`src/rtl/alu_arbiter.sv`:
```
// -----------------------------------------------------------------------------
// alu_arbiter
//   Shares one registered (one-cycle latency) ALU between two requesters:
//   req0 = execute unit, req1 = address/PC unit. Round-robin on ties, one
//   transaction in flight. Sequence: IDLE -> ISSUE -> CAPT -> RESP -> IDLE.
//
//   Optional build macro: ALU_ARB_FLAGS_EN adds rsp_zero / rsp_sign outputs
//   captured alongside rsp_data.
//
// Ports
//   clk, rst                  clock, synchronous active-high reset
//   reqN_valid/ready          per-requester handshake (ready only in IDLE)
//   reqN_op/a/b               opcode and operands, held stable until ready
//   rsp0_valid, rsp1_valid    result valid for the granted requester
//   rsp_ready                 granted requester consumes the result
//   rsp_data                  captured ALU result, stable through RESP
//   alu_op/in1/in2            latched operation to the ALU
//   alu_enable                one-cycle ALU enable (ISSUE only)
//   alu_out                   ALU registered result
//   busy                      high in every state except IDLE
//   rsp_zero, rsp_sign        (ALU_ARB_FLAGS_EN) result flags
// -----------------------------------------------------------------------------
module alu_arbiter #(
   parameter int WORD_SIZE = 16
) (
   input  logic                 clk,
   input  logic                 rst,
   input  logic                 req0_valid,
   output logic                 req0_ready,
   input  logic [2:0]           req0_op,
   input  logic [WORD_SIZE-1:0] req0_a,
   input  logic [WORD_SIZE-1:0] req0_b,
   input  logic                 req1_valid,
   output logic                 req1_ready,
   input  logic [2:0]           req1_op,
   input  logic [WORD_SIZE-1:0] req1_a,
   input  logic [WORD_SIZE-1:0] req1_b,
   output logic                 rsp0_valid,
   output logic                 rsp1_valid,
   input  logic                 rsp_ready,
   output logic [WORD_SIZE-1:0] rsp_data,
   output logic [2:0]           alu_op,
   output logic [WORD_SIZE-1:0] alu_in1,
   output logic [WORD_SIZE-1:0] alu_in2,
   output logic                 alu_enable,
   input  logic [WORD_SIZE-1:0] alu_out,
   output logic                 busy
`ifdef ALU_ARB_FLAGS_EN
   ,
   output logic                 rsp_zero,
   output logic                 rsp_sign
`endif
);

   typedef enum logic [1:0] {
      IDLE  = 2'd0,
      ISSUE = 2'd1,
      CAPT  = 2'd2,
      RESP  = 2'd3
   } state_e;

   state_e                 state_q, state_d;
   logic                   last_grant_q, last_grant_d;
   logic                   grant_q, grant_d;
   logic [2:0]             alu_op_q, alu_op_d;
   logic [WORD_SIZE-1:0]   alu_in1_q, alu_in1_d;
   logic [WORD_SIZE-1:0]   alu_in2_q, alu_in2_d;
   logic [WORD_SIZE-1:0]   rsp_data_q, rsp_data_d;
`ifdef ALU_ARB_FLAGS_EN
   logic                   rsp_zero_q, rsp_zero_d;
   logic                   rsp_sign_q, rsp_sign_d;
`endif

   // req1 wins when it is the only valid, or on a tie when req0 went last.
   logic pick1;
   logic any_valid;
   assign any_valid = req0_valid | req1_valid;
   assign pick1     = req1_valid & (~req0_valid | ~last_grant_q);

   always_comb begin
      state_d      = state_q;
      last_grant_d = last_grant_q;
      grant_d      = grant_q;
      alu_op_d     = alu_op_q;
      alu_in1_d    = alu_in1_q;
      alu_in2_d    = alu_in2_q;
      rsp_data_d   = rsp_data_q;
`ifdef ALU_ARB_FLAGS_EN
      rsp_zero_d   = rsp_zero_q;
      rsp_sign_d   = rsp_sign_q;
`endif
      req0_ready   = 1'b0;
      req1_ready   = 1'b0;
      rsp0_valid   = 1'b0;
      rsp1_valid   = 1'b0;
      alu_enable   = 1'b0;

      case (state_q)
         IDLE: begin
            if (any_valid) begin
               req0_ready   = ~pick1;
               req1_ready   = pick1;
               alu_op_d     = pick1 ? req1_op : req0_op;
               alu_in1_d    = pick1 ? req1_a  : req0_a;
               alu_in2_d    = pick1 ? req1_b  : req0_b;
               grant_d      = pick1;
               last_grant_d = pick1;
               state_d      = ISSUE;
            end
         end
         ISSUE: begin
            // ALU registers its result at the end of this cycle.
            alu_enable = 1'b1;
            state_d    = CAPT;
         end
         CAPT: begin
            rsp_data_d = alu_out;
`ifdef ALU_ARB_FLAGS_EN
            rsp_zero_d = (alu_out == '0);
            rsp_sign_d = alu_out[WORD_SIZE-1];
`endif
            state_d    = RESP;
         end
         RESP: begin
            rsp0_valid = ~grant_q;
            rsp1_valid = grant_q;
            if (rsp_ready) state_d = IDLE;
         end
         default: state_d = IDLE;
      endcase
   end

   always_ff @(posedge clk) begin
      if (rst) begin
         state_q      <= IDLE;
         last_grant_q <= 1'b1;  // req0 wins the first tie
         grant_q      <= 1'b0;
         alu_op_q     <= '0;
         alu_in1_q    <= '0;
         alu_in2_q    <= '0;
         rsp_data_q   <= '0;
`ifdef ALU_ARB_FLAGS_EN
         rsp_zero_q   <= 1'b0;
         rsp_sign_q   <= 1'b0;
`endif
      end else begin
         state_q      <= state_d;
         last_grant_q <= last_grant_d;
         grant_q      <= grant_d;
         alu_op_q     <= alu_op_d;
         alu_in1_q    <= alu_in1_d;
         alu_in2_q    <= alu_in2_d;
         rsp_data_q   <= rsp_data_d;
`ifdef ALU_ARB_FLAGS_EN
         rsp_zero_q   <= rsp_zero_d;
         rsp_sign_q   <= rsp_sign_d;
`endif
      end
   end

   assign alu_op   = alu_op_q;
   assign alu_in1  = alu_in1_q;
   assign alu_in2  = alu_in2_q;
   assign rsp_data = rsp_data_q;
   assign busy     = (state_q != IDLE);
`ifdef ALU_ARB_FLAGS_EN
   assign rsp_zero = rsp_zero_q;
   assign rsp_sign = rsp_sign_q;
`endif

endmodule

```
`config.mk`:
```
export PLATFORM = sky130hd
export DESIGN_NAME = alu_arbiter
export DESIGN_NICKNAME = d
export VERILOG_FILES = /design/src/rtl/alu_arbiter.sv
export SDC_FILE = /design/constraint.sdc
export NUM_CORES = 1
export LEC_CHECK = 0
export ABC_AREA = 1
export CELL_PAD_IN_SITES_DETAIL_PLACEMENT = 1
export CELL_PAD_IN_SITES_GLOBAL_PLACEMENT = 1
export CORE_MARGIN = 5
export CORE_UTILIZATION = 27
export DETAILED_ROUTE_END_ITERATION = 8
export GPL_TIMING_DRIVEN = 0
export PLACE_DENSITY_LB_ADDON = 0.1
export SLEW_MARGIN = 0
export SYNTH_ARGS = -nofsm -noshare
export SYNTH_HDL_FRONTEND = slang
export SYNTH_SLANG_ARGS = --single-unit
```
`constraint.sdc`:
```
create_clock -name clk -period 4.7 [get_ports clk]
set_clock_uncertainty 0.2 [all_clocks]
set_input_delay 0.47 -clock clk [delete_from_list [all_inputs] [get_ports clk]]
set_output_delay 0.47 -clock clk [all_outputs]
set_load 0.02 [all_outputs]
```
Word-level counts from Yosys, hierarchy flattened

Cells that the tools add are included.

Muxes and demuxes: 13
$mul: 0
Shift operators: 0
Reduce and logical (&&, ||, !) cells: 4
Magnitude comparators: 0
Equality and inequality tests: 5
Divide/modulo/power cells: 0
Add/sub/neg operators: 0
Bitwise logic cells: 7

Operators by type and width:

| operator                                             | count |
|---|---|
| 2-to-1 mux 16 bit                                    | 2 |
| case mux 2 bit (4 select lines)                      | 1 |
| 2-to-1 mux 1 bit                                     | 7 |
| equality test 2 bit (second input constant)          | 2 |
| 2-to-1 mux 2 bit                                     | 2 |
| != test 2 bit (second input constant)                | 2 |
| inverter 1 bit                                       | 4 |
| AND reduction 2 bit                                  | 2 |
| 2-to-1 mux 3 bit                                     | 1 |
| equality test 2 x 1 -> 1 bit (second input constant) | 1 |
| logical NOT 2 bit                                    | 1 |
| OR 1 bit                                             | 2 |
| nonzero test 2 bit                                   | 1 |
| AND 1 bit                                            | 1 |

Register bits after elaboration: 55
Output and inout port bits: 57
ROM bits: 0
Bits in latches: 0
Logic and storage cells: 36
Bits of input ports: 91
Memories kept: 0
RAM bits: 0

Longest topological paths before layout

Depth in word-level cells: 6
Gate-level depth with buffers: 9
Gate-level depth less buffers: 7

Worst setup path after synthesis

No wires, ideal clock.

Path kind: register -> output
From: register state_q[0]
To: output port req0_ready
Path slack: 2784 ps
Stages on the path, launching flop included: 6
Data arrival time: 1246 ps
Required time: 4030 ps
Buffers on the path: 1
Path through: dfxtp_1 inv_1 ha_1 o21ai_4 buf_2 nor2_1

Longest elaborated chain between the ends: 2

Ends and longest elaborated chain:

| what                   | RTL line | source |
|---|---|---|
| start, declared        | 62       | `state_e state_q, state_d;` |
| start signal, assigned | 147      | `state_q <= state_d;` |
| logical NOT 2 bit      | 98       | `case (state_q)` |
| 2-to-1 mux 1 bit       | 98       |  |
| end, declared          | 29       | `output logic req0_ready,` |

Every way passes these cells.

Final worst setup path

From: input port req0_valid
To: output port req0_ready

Longest elaborated chain between the ends: 6
Elaborated cells on any way between the ends: 7
Classes of those cells: mux (2); bitwise (5)

Ends and longest elaborated chain:

| what               | RTL line | source |
|---|---|---|
| start, declared    | 28       | `input logic req0_valid,` |
| inverter 1 bit     | 78       | `assign pick1 = req1_valid & (~req0_valid \| ~last_grant_q);` |
| OR 1 bit           | 78       |  |
| AND 1 bit          | 78       |  |
| inverter 1 bit     | 101      | `req0_ready = ~pick1;` |
| 2-to-1 mux 1 bit * | 100      | `if (any_valid) begin` |
| 2-to-1 mux 1 bit * | 98       |  |

Mark *: on every way between the ends. The rest lies on a longest branch, timed or not.

==> out/summary.txt <==
drt via density - 4.27
most common cell in the netlist - nand2_1
Power Density - 540 nW/um^2
setup repair after global routing missed its margin - no
Yosys top cell area share - 42.6%
Overflow after GRT - 0
clk sink count - 55
WHS Path Cells - 2
Met1 Routed Length - 4270 um
post-synthesis mux area share - 0%
GRT Overall Usage - 15.9%
Max IR drop VDD - 0.227 mV
Max Clk Rate - 332 MHz
Synth Flop Type - dfxtp_1
fin util - 46.5%
Leak Pwr - 1.97 nW
asr flop ratio synth - 0%
CTS Hold Bufs - 0
Clock Path Buffers - 2
die area - 11600 um^2
Crit Path Max Fanout - 10
setup violators final - 0
Ports - 148
Synth area leader - dfxtp_1
Initial Utilization - 27.9%
Area Growth Syn to Fin - 66.9%
setup slack after layout - 1.69 ns
WL met3 - 637 um
via count - 2897
HP Start - rst
layout cells sized above 1 - 4.92%
Worst Setup Start Kind - primary input
drt total wl - 9320 um
HPWL after DPL - 7350 um
yosys warns - 0
XOR/XNOR share of the synthesized area - 0%
final worst-path cycle share - 64.1%
row count - 35
# nets final - 644
reg-to-reg slack, setup - 2.80 ns
DP Worst Slack - 1.69 ns
Power Total - 2.33 mW
Reg clk slew, reported paths - 0.10 ns
simple-gate portion of the synthesized area - 33.7%
EDFF count, synth - 0
routability cong. - 0.753
worst r2r dst - rsp_data[14]$_SDFFE_PP0N_
largest net degree at the start of global routing - 17
register area share after synthesis - 42.6%
Post-Synthesis Cells - 396
kind of critical path - primary input to primary output
ANT cells - 0
end of the worst hold path - alu_in1[10]$_SDFFE_PP0P_
first-pass GRT wire length - 14800 um
CTS tree - yes
FF-to-FF path depth - 6
final hold violations - 0
initial DRC count - 81
status - finished clean
hold crit path type - primary input to register
Compound-Gate Fraction of Synth Area - 10.9%
Register Area - 1100 um^2
Die Ht - 108 um
postcts setup bufs - 0
DIE WIDTH - 108 um
FF+latch count, synth - 55
wire length on met2 - 4320 um
max_slew headroom - 67.7%
Mapped Area - 2590 um^2
Mean Syn Cell Area - 6.53 um^2
MaxCap Viol Count - 0
top cells by count, synth - nand2_1, nor2_1, dfxtp_1, inv_1, o21ai_0
ANT nets after route - 0
Max H-tree Level - 2
CP arrival - 2.34 ns
Required @ worst endpoint - 4.03 ns
Root Driver - clkbuf_8
Slew Limit Fails - 0
worst-margin pin slew - 0.484 ns
core area - 9280 um^2
Multi-input gate area - 1220 um^2
FILL cells - 1195
CP endpoint kind - primary output
drt drc - 0
IO Port Bufs - 145
final hold slack - 0.220 ns
reg2reg start - state_q[0]$_SDFFE_PP0P_
TritonCTS buffer count - 5
initial antenna violation count - 0
largest family of logic cells by synthesized area - simple AND/OR/NAND/NOR gates
top layer in use - met4
Adder-Cell Fraction of Synth Area - 2.42%
Tmin final - 3.01 ns
post-CTS sizing - 0
Pre-antenna DRT Iters - 4
WL/cell - 13.7 um
final setup TNS - 0 ns
largest cells by area after synthesis - dfxtp_1, nand2_1, nor2_1
Mapped Nets - 492
Clk Latency, worst-skew pair - 0.31 ns
post-synth cell types - 18
vias in the first global route - 3041
## cells by family (layout without fill, tap and decap cells)
logic type / after synthesis / in the layout
AOI/OAI and AO/OA: 54 / 54
adders and majority gates: 5 / 5
buffers and inverters: 56 / 209
DFF: 55 / 55
and+or+nand+nor: 226 / 226
## where the power goes
part           internal [mW]  total, mW  switching, mW
logic                  0.556       1.27          0.716
clock network          0.173      0.334          0.161
registers              0.635      0.722         0.0867
## placed cells by master (no fill, tap or decap)
cell type        synthesis  final
o21ai_1                 11     11
o21ai_4                  1      1
clkdlybuf4s50_1          0    145
buf_6                    5      5
nand2_2                  1      1
nor2_1                  99     99
o21ai_0                 26     26
nor3_1                   1      1
nand3_1                 16     16
nand2_1                109    109
a21oi_1                 16     16
dfxtp_1                 55     55
inv_1                   31     31
clkinv_2                 0      1
inv_2                    1      1
clkbuf_1                 8      8
clkbuf_2                 1      1
ha_1                     5      5
bufinv_16                0      1
clkbuf_8                 0      6
buf_2                    7      7
buf_4                    3      3
## worst max-delay path: stages
cell and delay [ns]:
clkdlybuf4s50_1 0.56, nand2_2 0.13, nand2_1 0.11, buf_2 0.25, inv_1 0.09, nor2_1 0.10
clkdlybuf4s50_1 0.63
## metal layers
metal | global-route usage, % | vias to the layer above
met5 | 0 | -
met4 | 4.06 | 0
met2 | 26.5 | 88
met3 | 4.56 | 10
li1 | - | 1513
met1 | 20.0 | 1286
## sequential cells by signal (all words and copies together) (netlist names)
signal and cells:
alu_in2 16, last_grant_q 1, alu_op 3, grant_q 1, rsp_data 16, alu_in1 16
state_q 2
## final cells by class
class / instances / area share (%)
Clock buffer: 6 / 1.91
Multi-Input combinational cell: 285 / 28.2
Inverter: 32 / 2.78
Tap cell: 129 / 3.74
Sequential cell: 55 / 25.5
Timing Repair Buffer: 145 / 33.6
Clock inverter: 2 / 0.812
Buffer: 24 / 3.45
## how the worst max path moves through the flow
stage | start | to | slack (ns) | cells after the start
finish | req0_valid | req0_ready | 1.69 | 7
CTS | req0_valid | req0_ready | 1.68 | 7
global route | req0_valid | req0_ready | 1.52 | 7
global placement | req0_valid | req0_ready | 1.67 | 7
detailed placement | req0_valid | req0_ready | 1.69 | 7
floorplan | state_q[0]$_SDFFE_PP0P_ | req0_ready | 2.78 | 5
## stage by stage
stage,std cells,cell area (um^2)
6_report,678,4320
5_1_grt,678,4320
4_1_cts,678,4320
3_5_place_dp,670,4200
3_3_place_gp,670,4200
2_1_floorplan,396,2590
Note: power is estimated with default switching activity, not from simulation.
